--- src/rtl/uart_tx_core.sv ---
// -----------------------------------------------------------------------------
// uart_tx_core
//
// UART transmitter. Takes one parallel word per frame through a valid/busy
// handshake and shifts it out one bit per CLK cycle as: start bit (0),
// DATA_WIDTH data bits LSB first, optional parity bit, stop bit (1).
// CLK is the TX bit clock, so every cycle is one bit time on the line.
//
// Ports
//   CLK         in   1           TX bit clock, all state on the rising edge
//   RST         in   1           asynchronous reset, active low
//   P_DATA      in   DATA_WIDTH  parallel word to send
//   Data_Valid  in   1           P_DATA valid; taken only in IDLE (busy==0)
//   PAR_EN      in   1           1: append a parity bit
//   PAR_TYP     in   1           0: even parity, 1: odd parity
//   TX_OUT      out  1           serial line, straight from a flop, idle high
//   busy        out  1           registered, high while a frame is in flight
// -----------------------------------------------------------------------------
module uart_tx_core #(
    parameter int DATA_WIDTH = 8
) (
    input  logic                  CLK,
    input  logic                  RST,
    input  logic [DATA_WIDTH-1:0] P_DATA,
    input  logic                  Data_Valid,
    input  logic                  PAR_EN,
    input  logic                  PAR_TYP,
    output logic                  TX_OUT,
    output logic                  busy
);

    localparam int CNT_W = (DATA_WIDTH > 1) ? $clog2(DATA_WIDTH) : 1;
    localparam logic [CNT_W-1:0] LAST_BIT = CNT_W'(DATA_WIDTH - 1);

    typedef enum logic [2:0] {
        IDLE,
        START,
        DATA,
        PARITY,
        STOP
    } state_t;

    state_t                state, state_next;
    logic [CNT_W-1:0]      bit_cnt, bit_cnt_next;
    logic [DATA_WIDTH-1:0] data_q, data_next;
    logic                  par_en_q, par_en_next;
    logic                  par_bit_q, par_bit_next;
    logic                  tx_next, busy_next;

    // State and output register. TX_OUT and busy are computed one cycle ahead
    // in the next-state logic so the pin sees only a flop output.
    // NOTE: sequential state uses non-blocking (<=) so every flop samples
    // pre-edge values, independent of statement order.
    always_ff @(posedge CLK or negedge RST) begin
        if (!RST) begin
            state     <= IDLE;
            bit_cnt   <= '0;
            data_q    <= '0;
            par_en_q  <= 1'b0;
            par_bit_q <= 1'b0;
            TX_OUT    <= 1'b1;
            busy      <= 1'b0;
        end else begin
            state     <= state_next;
            bit_cnt   <= bit_cnt_next;
            data_q    <= data_next;
            par_en_q  <= par_en_next;
            par_bit_q <= par_bit_next;
            TX_OUT    <= tx_next;
            busy      <= busy_next;
        end
    end

    always_comb begin
        // NOTE: every signal gets a default before the case so no path leaves
        // it unassigned, which would otherwise infer a latch.
        state_next   = state;
        bit_cnt_next = bit_cnt;
        data_next    = data_q;
        par_en_next  = par_en_q;
        par_bit_next = par_bit_q;
        tx_next      = TX_OUT;
        busy_next    = busy;

        case (state)
            IDLE: begin
                tx_next   = 1'b1;
                busy_next = 1'b0;
                if (Data_Valid) begin
                    // Parity is resolved at accept time, so later changes on
                    // P_DATA or PAR_TYP cannot reach this frame.
                    data_next    = P_DATA;
                    par_en_next  = PAR_EN;
                    par_bit_next = (^P_DATA) ^ PAR_TYP;
                    state_next   = START;
                    tx_next      = 1'b0;
                    busy_next    = 1'b1;
                end
            end
            START: begin
                state_next   = DATA;
                bit_cnt_next = '0;
                tx_next      = data_q[0];
            end
            DATA: begin
                // bit_cnt names the bit currently on the line; the flop is
                // loaded with the bit for the coming cycle.
                if (bit_cnt == LAST_BIT) begin
                    bit_cnt_next = '0;
                    if (par_en_q) begin
                        state_next = PARITY;
                        tx_next    = par_bit_q;
                    end else begin
                        state_next = STOP;
                        tx_next    = 1'b1;
                    end
                end else begin
                    bit_cnt_next = bit_cnt + 1'b1;
                    tx_next      = data_q[bit_cnt_next];
                end
            end
            PARITY: begin
                state_next = STOP;
                tx_next    = 1'b1;
            end
            STOP: begin
                state_next = IDLE;
                tx_next    = 1'b1;
                busy_next  = 1'b0;
            end
            default: begin
                state_next = IDLE;
                tx_next    = 1'b1;
                busy_next  = 1'b0;
            end
        endcase
    end

endmodule

--- config.mk ---
export PLATFORM = sky130hd
export DESIGN_NAME = uart_tx_core
export DESIGN_NICKNAME = d
export VERILOG_FILES = /design/src/rtl/uart_tx_core.sv
export SDC_FILE = /design/constraint.sdc
export NUM_CORES = 1
export LEC_CHECK = 0
export CAP_MARGIN = 20
export CORE_MARGIN = 2
export CORE_UTILIZATION = 55
export CTS_CLUSTER_SIZE = 20
export DETAILED_ROUTE_END_ITERATION = 10
export PLACE_DENSITY = 0.82
export SYNTH_ARGS = -nofsm -noshare
export SYNTH_HDL_FRONTEND = slang
export SYNTH_SLANG_ARGS = --single-unit
--- constraint.sdc ---
create_clock -name CLK -period 2.4 [get_ports CLK]
set_input_delay 0.48 -clock CLK [delete_from_list [all_inputs] [get_ports CLK]]
set_output_delay 0.48 -clock CLK [all_outputs]
set_load 0.005 [all_outputs]
* After elaboration in Yosys (flattened, before gate mapping)
Cells that the tools add are included.
** Storage, ports and cells
- Register bits :: 18
- Input bits :: 13
- Output and inout port bits :: 2
- Logic and storage cells :: 36
** Operators by class
- Add/sub/neg operators :: 1
- $lt $le $gt $ge :: 1
- Equality and inequality tests :: 6
- Multiplexer cells :: 14
- Bitwise logic cells :: 1
- Reduce and logical (&&, ||, !) cells :: 6
** Operators by type and width (count)
- $mux 3 :: 4
- $pmux 3 s4 :: 1
- $reduce_xor 8->1 :: 1
- $eq 3x2->1 const B :: 2
- $pmux 3 s2 :: 1
- $mux 1 :: 5
- $lt 3x4->1 const B :: 1
- $ne 2x2->1 const B :: 2
- $reduce_and 2->1 :: 2
- $add 3x1->3 const B :: 1
- $bmux 1 s3 :: 1
- $eq 3x1->1 const B :: 1
- $eq 3x3->1 const B :: 1
- $logic_not 3->1 :: 1
- $pmux 1 s3 :: 1
- $reduce_or 3->1 :: 1
- $pmux 1 s2 :: 1
- $reduce_bool 2->1 :: 1
- $xor 1x1->1 :: 1

* Logic depth before layout (Yosys ltp)
- Word-level depth :: 5
- Depth in mapped cells :: 6
- Gate-level depth less buffers :: 6

* Worst setup path after synthesis
No wires, ideal clock.
- Path type :: register to register
- From :: register bit_cnt[0]
- To :: register TX_OUT
- Library setup time :: 82 ps
- Data arrival time :: 1446 ps
- Data required time :: 2318 ps
- Slack :: 872 ps
- Stages on the path, launching flop included :: 6
- Path buffers :: 0
- Clock period less this slack :: 1528 ps
- Cells stage by stage :: dfrtp_1 > ha_1 > mux4_2 > and2_4 > a211oi_2 > o21ai_1
** Between the ends
- Cells in the longest elaborated chain, start to end :: 5
- Elaborated cells on any way between the ends :: 6
- Classes of those cells :: 1 x add/sub; 1 x eq/ne; 4 x mux
** RTL lines
- from (decl) :: RTL line 44 : logic [CNT_W-1:0] bit_cnt, bit_cnt_next;
- from (signal assigned) :: RTL line 65 : bit_cnt <= bit_cnt_next;
- $add 3x1->3 :: RTL line 118 : bit_cnt_next = bit_cnt + 1'b1;
- $bmux 1 s3 :: RTL line 119 : tx_next = data_q[bit_cnt_next];
- $mux 1 (implied by the code) :: RTL line 119
- $mux 1 * :: RTL line 108 : if (bit_cnt == LAST_BIT) begin
- $pmux 1 s3 * :: RTL line 85 : case (state)
- named net tx_next :: RTL line 48 : logic tx_next, busy_next;
- to (signal assigned) :: RTL line 69 : TX_OUT <= tx_next;
- to (decl) :: RTL line 28 : output logic TX_OUT,
Mark *: on every way through the listed nets, which the timed path passes. The rest lies on a longest branch. The select of a mux whose other input is x is not followed.
A chain may end at the register's enable or synchronous reset.

* Worst setup path after layout
- From :: input port P_DATA[5]
- To :: register par_bit_q
** Between the ends
- Cells in the longest elaborated chain, start to end :: 2
** RTL lines
- from (decl) :: RTL line 24 : input logic [DATA_WIDTH-1:0] P_DATA,
- $reduce_xor 8->1 :: RTL line 94 : par_bit_next = (^P_DATA) ^ PAR_TYP;
- $xor 1x1->1 :: RTL line 94
- to (signal assigned) :: RTL line 68 : par_bit_q <= par_bit_next;
- to (decl) :: RTL line 47 : logic par_bit_q, par_bit_next;
Every way passes these cells.

==> summary.md <==
| Metric | Value |
|---|---|
| Clock network power share | `0.118` |
| Post_cts resized | `0` |
| Final max-slew violation count | `0` |
| Worst Hold Class | `flop to flop` |
| CTS Buf Count | `3` |
| Ys Warns | `0` |
| Post-CTS Hold Buffers | `0` |
| CTS tree | `done` |
| VDD IR max | `638 µV` |
| Avg WL per Cell | `15.4 µm` |
| Vias in the first global route | `658` |
| Crit path launch type | `input pin` |
| Seq pwr share | `0.441` |
| Floorplan Core Area | `0.00154 mm²` |
| RSZ-0062 raised after global routing | `no` |
| Area delta synth->final | `19.2%` |
| Post-synthesis net count | `95` |
| DRT iter0 DRCs | `6` |
| Most frequent cells in the layout | `17 x dfrtp_1, 14 x clkdlybuf4s50_1, 9 x mux2_2` |
| Grt met3 use | `0.0240` |
| Final RePlAce weighted congestion | `0.804` |
| Power Density | `1190 mW/mm²` |
| Via/cell ratio | `5.96` |
| Async SR Flop Fraction | `1.00` |
| Routing usage on met2 | `0.346` |
| Number of synthesized flops with an enable pin | `0` |
| Buffers & Inverters on Critical Path | `1` |
| Final Util | `0.715` |
| Fmax | `556 MHz` |
| Setup_tns | `0 ns` |
| # Post-CTS Setup Buffers | `0` |
| Hold Fails Final Rpt | `0` |
| Relative slew margins | `0.484` |
| Leading cell type in the layout, fill and taps excluded | `dfrtp_1` |
| Crit-path most repeated cell | `xnor2_1` |
| DP Area | `0.00108 mm²` |
| First-pass GRT wire length | `2930 µm` |
| Die width | `45 µm` |
| DRC viols | `0` |
| Final Cycle Share | `0.750` |
| Final wirelength | `1720 µm` |
| Clock Latency Late Sink | `0.30 ns` |
| Worst path cell trace | `clkdlybuf4s50_1, xnor2_1, xnor3_1, xnor2_1, mux2_2` |
| CP max FO | `2` |
| Placed wire-length estimate | `1350 µm` |
| NetSw | `456 µW` |
| Syn Area/Cell | `11.6 µm²` |
| Slowest stage cell, crit path | `clkdlybuf4s50_1` |
| Cells after synthesis | `80` |
| H-tree levels | `1` |
| Leakage | `0.470 nW` |
| Crit-path leading delay family | `XOR/XNOR gates` |
| Post-route ant nets | `0` |
| #FFs+latches synth | `18` |
| CP Capture Type | `flop` |
| Netlist cell types | `29` |
| Least-Margin Pin Slew | `0.771 ns` |
| Max_cap viols | `0` |
| Clk slew on worst S/H paths | `0.10 ns` |
| Drt pass-1 iters | `4` |
| DP Cell Count | `108` |
| Antenna violations before repair | `0` |
| Mapped Area | `925 µm²` |
| Power share of the combinational group | `0.441` |
| Power Internal | `856 µW` |
| Final net count | `112` |
| WP data required | `2.59 ns` |
| Total congestion overflow | `0` |
| Inserted Diodes | `0` |
| Die Height | `45 µm` |
| Global Route Usage Sum | `0.207` |
| Largest net degree at the start of global routing | `19` |
| Die Footprint | `0.00203 mm²` |
| Worst Setup Path Type | `input pin to flop` |
| Final Critical Period | `1.80 ns` |
| Finished Layout Cells | `112` |
| GRT met1 Usage | `0.265` |
| Largest stage delay, worst path | `0.51 ns` |
| Sw Ratio | `0.347` |
| Fin Clk Skew | `0.0115 ns` |
| Primary FF master, synth | `dfrtp_1` |
| Bufs on Longest Clock Path | `2` |
| Final hold slack | `0.510 ns` |
| Clk sinks | `18` |
| GRT busiest layer | `met2` |
| Finished Cell Area | `0.00110 mm²` |
| Worst EP arrival | `1.99 ns` |
| Final setup vio count | `0` |
| Status | `finished clean` |
| Row Count | `14` |
| PortBufs | `14` |
| Share of layout cells above drive strength 1 | `0.177` |
| Seq/Total Area, Yosys | `0.488` |
| Root Driver | `clkbuf_4` |
| Initial Util | `0.600` |
| IO Pins | `15` |
| Vias | `667` |
==> stage by stage <==
| stage | setup WS, ns | total power, mW |
|---|---|---|
| after floorplan | 0.872 | 0.996 |
| after CTS | 0.602 | 1.32 |
| final | 0.601 | 1.31 |
| after global placement | 0.399 | 1.13 |
| after detailed placement | 0.279 | 1.17 |
| after global routing | 0.547 | 1.41 |
==> per-layer routing <==
| metal | vias up | part of all wire |
|---|---|---|
| li1 | 318 | - |
| met1 | 330 | 0.45 |
| met2 | 14 | 0.50 |
| met3 | 5 | 0.032 |
| met4 | 0 | 0.024 |
| met5 | - | 0 |
==> cell type report <==
cell class / count / area [µm²]
multi-input cells: 57 / 453
flip-flops and latches: 18 / 452
well taps: 16 / 20.0
repair buffers: 14 / 140
fillers: 124 / 439
clock buffers: 4 / 26.3
inverters: 3 / 11.3
==> flip-flops by register name, summed over array words and instances (netlist names) <==
name	count
busy	1
par_bit_q	1
bit_cnt	3
state	3
data_q	8
TX_OUT	1
par_en_q	1
==> logic make-up after synthesis <==
kind of cell	share of synthesized area
XOR/XNOR	0.0812
AO/OA/AOI/OAI	0.118
buffers and inverters	0.0216
multiplexers	0.173
flip-flops	0.489
AND/OR/NAND/NOR	0.0907
adder cells (fa/ha/maj)	0.0271
==> power by group through the flow <==
stage	clock network, mW	registers (mW)	logic (mW)
global route	0.169	0.601	0.638
CTS	0.159	0.579	0.582
global placement	0	0.579	0.549
floorplan	0	0.537	0.459
finish	0.155	0.578	0.578
detailed placement	0	0.586	0.580
==> worst paths after layout <==
path	depth (start not counted)	startpoint	slack [ns]	endpoint
worst min register to register	1	data_q[2]	0.51	data_q[2]
max in group asynchronous	1	RST	1.29	data_q[1]
worst min-delay path	1	data_q[2]	0.51	data_q[2]
worst max-delay path	5	P_DATA[5]	0.60	par_bit_q
min in group asynchronous	1	RST	0.63	bit_cnt[2]
worst max register to register	5	bit_cnt[0]	0.70	TX_OUT
==> Yosys cell counts (2+ instances only) <==
library cell,number,area share
a21oi_1,6,0.032
dfrtp_1,17,0.46
ha_1,2,0.027
inv_1,2,0.0081
mux2_2,9,0.11
nand2_1,6,0.024
nor2_1,6,0.024
nor3_1,2,0.011
o21ai_0,6,0.032
xnor2_1,5,0.047
No activity file was read; power rests on OpenSTA's default activity.
